File: src/rtl/demux1_2_buf.sv
// One-to-two stream demultiplexer: each input word is steered by sel into one of two
// independent 2-entry FIFOs, each draining to its own consumer with a delivered-word counter.
module demux1_2_buf #(
  parameter int data_width = 8,
  parameter int cnt_width  = 16
) (
  input  logic                  clk,
  input  logic                  rst,
  input  logic [data_width-1:0] d_in,
  input  logic                  sel,
  input  logic                  in_valid,
  output logic                  in_ready,
  output logic [data_width-1:0] d_out0,
  output logic                  out_valid0,
  input  logic                  out_ready0,
  output logic [data_width-1:0] d_out1,
  output logic                  out_valid1,
  input  logic                  out_ready1,
  output logic [cnt_width-1:0]  cnt0,
  output logic [cnt_width-1:0]  cnt1
);

  logic [1:0]                 full;
  logic [1:0]                 vld;
  logic [1:0]                 ordy;
  logic [1:0][data_width-1:0] head;
  logic [1:0][cnt_width-1:0]  cnt;

  assign ordy = {out_ready1, out_ready0};

  // in_ready looks only at the selected buffer's registered occupancy, so a
  // stalled consumer on the other output can never hold off the producer.
  assign in_ready = sel ? ~full[1] : ~full[0];

  for (genvar g = 0; g < 2; g++) begin : g_buf
    localparam logic ID = 1'(g);

    logic [1:0]            occ_q, occ_d;
    logic                  wr_q, wr_d;
    logic                  rd_q, rd_d;
    logic [cnt_width-1:0]  cnt_q, cnt_d;
    logic [data_width-1:0] mem_q [2];
    logic                  push, pop;

    assign push = in_valid & in_ready & (sel == ID);
    assign pop  = (occ_q != 2'd0) & ordy[g];

    always_comb begin
      occ_d = occ_q;
      wr_d  = wr_q;
      rd_d  = rd_q;
      cnt_d = cnt_q;
      if (push) wr_d = ~wr_q;
      if (pop) begin
        rd_d  = ~rd_q;
        cnt_d = cnt_q + 1'b1;
      end
      case ({push, pop})
        2'b10:   occ_d = occ_q + 2'd1;
        2'b01:   occ_d = occ_q - 2'd1;
        default: occ_d = occ_q;
      endcase
    end

    always_ff @(posedge clk or posedge rst) begin
      if (rst) begin
        occ_q <= 2'd0;
        wr_q  <= 1'b0;
        rd_q  <= 1'b0;
        cnt_q <= '0;
      end else begin
        occ_q <= occ_d;
        wr_q  <= wr_d;
        rd_q  <= rd_d;
        cnt_q <= cnt_d;
      end
    end

    // Storage needs no reset: it is only visible through the valid-gated head.
    always_ff @(posedge clk) begin
      if (push) mem_q[wr_q] <= d_in;
    end

    assign full[g] = (occ_q == 2'd2);
    assign vld[g]  = (occ_q != 2'd0);
    assign head[g] = vld[g] ? mem_q[rd_q] : '0;
    assign cnt[g]  = cnt_q;
  end

  assign d_out0     = head[0];
  assign d_out1     = head[1];
  assign out_valid0 = vld[0];
  assign out_valid1 = vld[1];
  assign cnt0       = cnt[0];
  assign cnt1       = cnt[1];

endmodule
File: config.mk
export PLATFORM = sky130hd
export DESIGN_NAME = demux1_2_buf
export DESIGN_NICKNAME = d
export VERILOG_FILES = /design/src/rtl/demux1_2_buf.sv
export SDC_FILE = /design/constraint.sdc
export NUM_CORES = 1
export LEC_CHECK = 0
export BUFFER_PORTS_ARGS = -buffer_cell sky130_fd_sc_hd__buf_2
export CAP_MARGIN = 30
export CORE_UTILIZATION = 50
export DETAILED_ROUTE_END_ITERATION = 8
export PLACE_DENSITY = 0.76
export SLEW_MARGIN = 20
export SYNTH_ARGS = -nofsm -noshare
export SYNTH_HDL_FRONTEND = slang
export SYNTH_SLANG_ARGS = --single-unit
File: constraint.sdc
create_clock -name clk -period 2.99 [get_ports clk]
set_input_delay 0.299 -clock clk [delete_from_list [all_inputs] [get_ports clk]]
set_output_delay 0.299 -clock clk [all_outputs]
set_load 0.02 [all_outputs]
Word level (Yosys, flattened, before mapping). Memory sizes are Yosys's and may differ from the RTL's. Index checks and enable logic that the tools add are counted.

Flip-flop bits (word level): 40. Bits in writable memories: 32. Output and inout bits: 51. Memories: 2.

Memory list: g_buf[0].mem_q (words 2, width 8, rd ports 1, clocked after Yosys merged registers in 0, write ports 1, RTL line 42) `logic [data_width-1:0] mem_q [2];`; g_buf[1].mem_q (words 2, width 8, rd ports 1, clocked after Yosys merged registers in 0, write ports 1, RTL line 42).

Add/subtract/negate cells: 6. Equal/unequal tests: 6. Muxes and demuxes: 9. Bitwise operators: 12. Reduce and logical (&&, ||, !) cells: 4.

Operator list (number): $add 16x1->16 const B (2); $mux 8 (2); $eq 2x2->1 const B (4); $pmux 2 s2 (2); $reduce_bool 2->1 (4); $not 1->1 (7); $and 1x1->1 (5); $mux 1 (5); $add 2x1->2 const B (2); $eq 2x1->1 const B (2); $sub 2x1->2 const B (2).

Depth between registers and ports, before layout.
Depth after elaboration: 7. Gate-level depth with buffers: 9. Gate-level depth less buffers: 8.

Worst setup path after synthesis. OpenSTA, ideal clock, no wires.

Kind: reg2reg. Start point: register g_buf[1].occ_q[0]. End point: register g_buf[1].occ_q[1]. Setup time: 79 ps. Data arrival time: 1662 ps. Required time: 2911 ps. Path slack: 1249 ps. Cell stages (with the launch flop): 9. Clock period less this slack: 1741 ps. Cells stage by stage: dfrtp_1 buf_2 nor2_2 inv_1 nand2_1 inv_1 ha_1 nor2_1 xor2_1.

Elaborated cells between the ends (all ways): 13. Classes of those cells: add/sub: 2; eq/ne: 3; mux: 2; bitwise: 4; reduce/logical: 2.

RTL lines: from (decl) (RTL line 38) `logic [1:0] occ_q, occ_d;`; from (signal assigned) (RTL line 67) `occ_q <= 2'd0;`; from (signal assigned) (RTL line 72) `occ_q <= occ_d;`; $reduce_bool 2->1 *; named net out_valid1 (RTL line 17) `output logic out_valid1,`; $and 1x1->1 * (RTL line 46) `assign pop = (occ_q != 2'd0) & ordy[g];`; named net g_buf[1].pop (RTL line 43) `logic push, pop;`; $eq 2x1->1 or $eq 2x2->1 (tied branches) (RTL line 58) `case ({push, pop})`; $pmux 2 s2 or $reduce_bool 2->1 (tied branches).

The timed path passes the listed nets; every way through them passes the cells marked *. A chain may end at the register's enable or synchronous reset.

Worst setup path in the final report.
Start point: register g_buf[1].occ_q[0]. End point: register g_buf[1].occ_q[1].

Elaborated cells between the ends (all ways): 13. Classes of those cells: add/sub: 2; eq/ne: 3; mux: 2; bitwise: 4; reduce/logical: 2.

RTL lines (RTL line): $reduce_bool 2->1 * (46); $and 1x1->1 * (46); named net g_buf[1].pop (43); $eq 2x1->1 or $eq 2x2->1 (tied branches) (58); $pmux 2 s2 or $reduce_bool 2->1 (tied branches).

Marks and branches as above.

==> results.md <==
* Die X at 79.9 µm
* Lkg Pwr at 1.71 nW
* Diodes inserted at 0
* Synth top area share at 33.0%
* Initial Util at 51.6%
* GR Overflow Total at 0
* Synth Cell Area at 3030 µm²
* Busiest grt layer: met2
* Post-route DRC violation count at 2
* Vias in the first global route at 1757
* Post-DP HPWL at 3630 µm
* Yosys warning total at 0
* Slew headroom at 54.3%
* Die area at 6380 µm²
* Initial antenna violation count at 0
* Post-synth cell types at 27
* Final #Nets at 311
* Post-synth top area cell: dfrtp_1
* Syn Area/Cell at 13.7 µm²
* I/O Pins at 65
* Final hold vios at 0
* Fmax at 0.562 GHz
* RSZ-0062 raised after global routing: no
* Final WL at 5150 µm
* Clock Tree Buf Depth at 2
* Final Cycle Share at 59.5%
* Pin count of the biggest net entering global routing at 41
* Failing checks: DRC
* Maximum vdd drop at 528 µV
* Pwr per Cell Area at 927 nW/µm²
* Row count at 28
* Area grow syn2layout at 20.0%
* Antenna Violating Nets Remaining at 0
* CTS root buf: clkbuf_8
* Port bufs at 64
* Routed via count at 1832
* First-pass GRT wire length at 8270 µm
* GR Util met2 at 27.6%
* Post-CTS setup buffers at 0
* Share of cells above drive strength 1 at 28.9%
* Dominant cells by area after synthesis: dfrtp_1 (33%), edfxtp_1 (32%), xnor2_1 (8.4%)
* Met1 GRT Util at 22.4%
* Count of final setup violators at 0
* Hold crit path type: primary input to asynchronous set/reset pin
* Met3 Usage GRT at 5.26%
* CTS tree: built
* Slew Limit Fails at 0
* Maxcap violations at 0
* Die height at 79.9 µm
* Clk slew on worst S/H paths at 0.07 ns
* CP required at 3.25 ns
* Syn_nets at 239
* Clock latency on the worst-skew pair at 0.34 ns
* DR WL/cell at 13.8 µm
* Worst slew pin tran at 0.683 ns
* PnR Total Power at 3.37 mW
* TritonCTS Buffers at 9
* Seq/Total Area, Yosys at 64.7%
* Crit Path Max Fanout at 9
* H-tree Lvls at 3
* Flops & latches, synth at 72
* Core Area at 5890 µm²
* Status: finished with violations
* Min Tclk post-route at 1.78 ns
* Worst setup SP type: register
* TritonRoute pass-1 iters at 6
* Post-CTS Resized at 0
* Initial DRC count at 60
* Worst EP arrival at 2.04 ns
* Setup TNS Final at 0 ns
* Clock skew at 0.00521 ns
* Gr usage total at 17.7%
* Hold Buf Count CTS at 0
* RD Place Congestion at 0.763
* WS Path Type: register to register
* Crit end category: register
* Via density at 4.91
* Mapped Cells at 221
* Clock Sinks at 72
## final cells by class
cell class	count	area, µm²
Timing Repair Buffer	65	328
Clock inverter	4	68.8
Multi-Input combinational cell	137	1020
Fill cell	466	2250
Sequential cell	72	1960
Inverter	8	30.0
Clock buffer	12	135
Tap cell	75	93.8
## cells by family (layout without fill, tap and decap cells)
group	count (synthesis)	in the layout	synth area share [%]
compound gates	3	3	1.32
fa+ha+maj	4	4	1.65
xor+xnor	40	40	11.5
flops	72	72	64.7
mux	19	19	6.39
simple gates	71	71	12.8
buf+inv	12	89	1.65
## cells in the final DEF (no fill, tap or decap), types with 2 or more instances in the layout
cell type,synthesis,layout
nor2_2,2,2
nor2_1,26,26
nand4_1,6,6
and4_1,3,3
nand3_1,9,9
nand2_1,11,11
and3_1,5,5
inv_1,8,8
clkbuf_8,0,9
xor2_1,11,11
xnor2_1,29,29
buf_2,4,64
edfxtp_1,32,32
nor4_4,2,2
dfrtp_1,40,40
ha_1,4,4
clkbuf_1,0,3
bufinv_16,0,2
mux2i_1,16,16
mux2_2,3,3
## report_power, final
| part | switching [mW] | internal [mW] |
|---|---|---|
| logic | 0.641 | 0.446 |
| clock network | 0.322 | 0.467 |
| registers | 0.257 | 1.24 |
## worst paths after layout
path                                   start                   end  slack (ns)  depth (start not counted)
min                                      rst              cnt1[10]        0.07                          3
max                        g_buf[1].occ_q[0]     g_buf[1].occ_q[1]        1.21                          7
max in group asynchronous                rst               cnt1[3]        2.57                          3
max reg2reg                g_buf[1].occ_q[0]     g_buf[1].occ_q[1]        1.21                          7
min in group clk                     d_in[1]  g_buf[1].mem_q[1][1]        0.19                          1
min reg2reg                         cnt1[15]              cnt1[15]        0.47                          1
## sequential cells by signal (all words and copies together), names as in the netlist
name,flops
g_buf.mem_q,32
cnt0,16
cnt1,16
g_buf.occ_q,4
g_buf.rd_q,2
g_buf.wr_q,2
## worst max-delay path, stage by stage, from the launching register on
cell,delay [ns]
dfrtp_1,0.46
nor2_2,0.33
inv_1,0.10
nand2_1,0.18
inv_1,0.06
ha_1,0.30
nor2_1,0.13
xor2_1,0.15
## per-stage QoR
stage | utilization (%) | cells | setup WS, ns | instance area [µm²] | hold WS, ns
6_report | 61.8 | 373 | 1.21 | 3640 | 0.0672
5_1_grt | 61.8 | 373 | 1.00 | 3640 | 0.120
4_1_cts | 61.8 | 373 | 1.18 | 3640 | 0.0858
3_5_place_dp | 58.4 | 357 | 1.20 | 3440 | 0.458
3_3_place_gp | 58.4 | 357 | 1.26 | 3440 | 0.445
2_1_floorplan | - | 221 | 1.25 | 3030 | 0.398
## cell usage after synthesis
library cell,instances
dfrtp_1,40
xnor2_1,29
or2b_1,1
ha_1,4
o2111a_1,1
nor3b_1,1
o211ai_1,1
and4_1,3
mux2i_1,16
and3_1,5
nand2b_1,1
nand4_1,6
nand3b_1,1
edfxtp_1,32
nand3_1,9
nor2_1,26
or2_1,1
o211ai_4,1
nor2b_1,1
nand2_1,11
xor2_1,11
buf_2,4
inv_1,8
nand4_2,1
nor4_4,2
nor2_2,2
mux2_2,3
## metal layers
metal / vias to the layer above / routed length [µm]
met5: - / 0
met4: 0 / 119
met3: 10 / 235
met2: 37 / 2510
met1: 875 / 2280
li1: 910 / -
(Power assumes the default switching activity.)
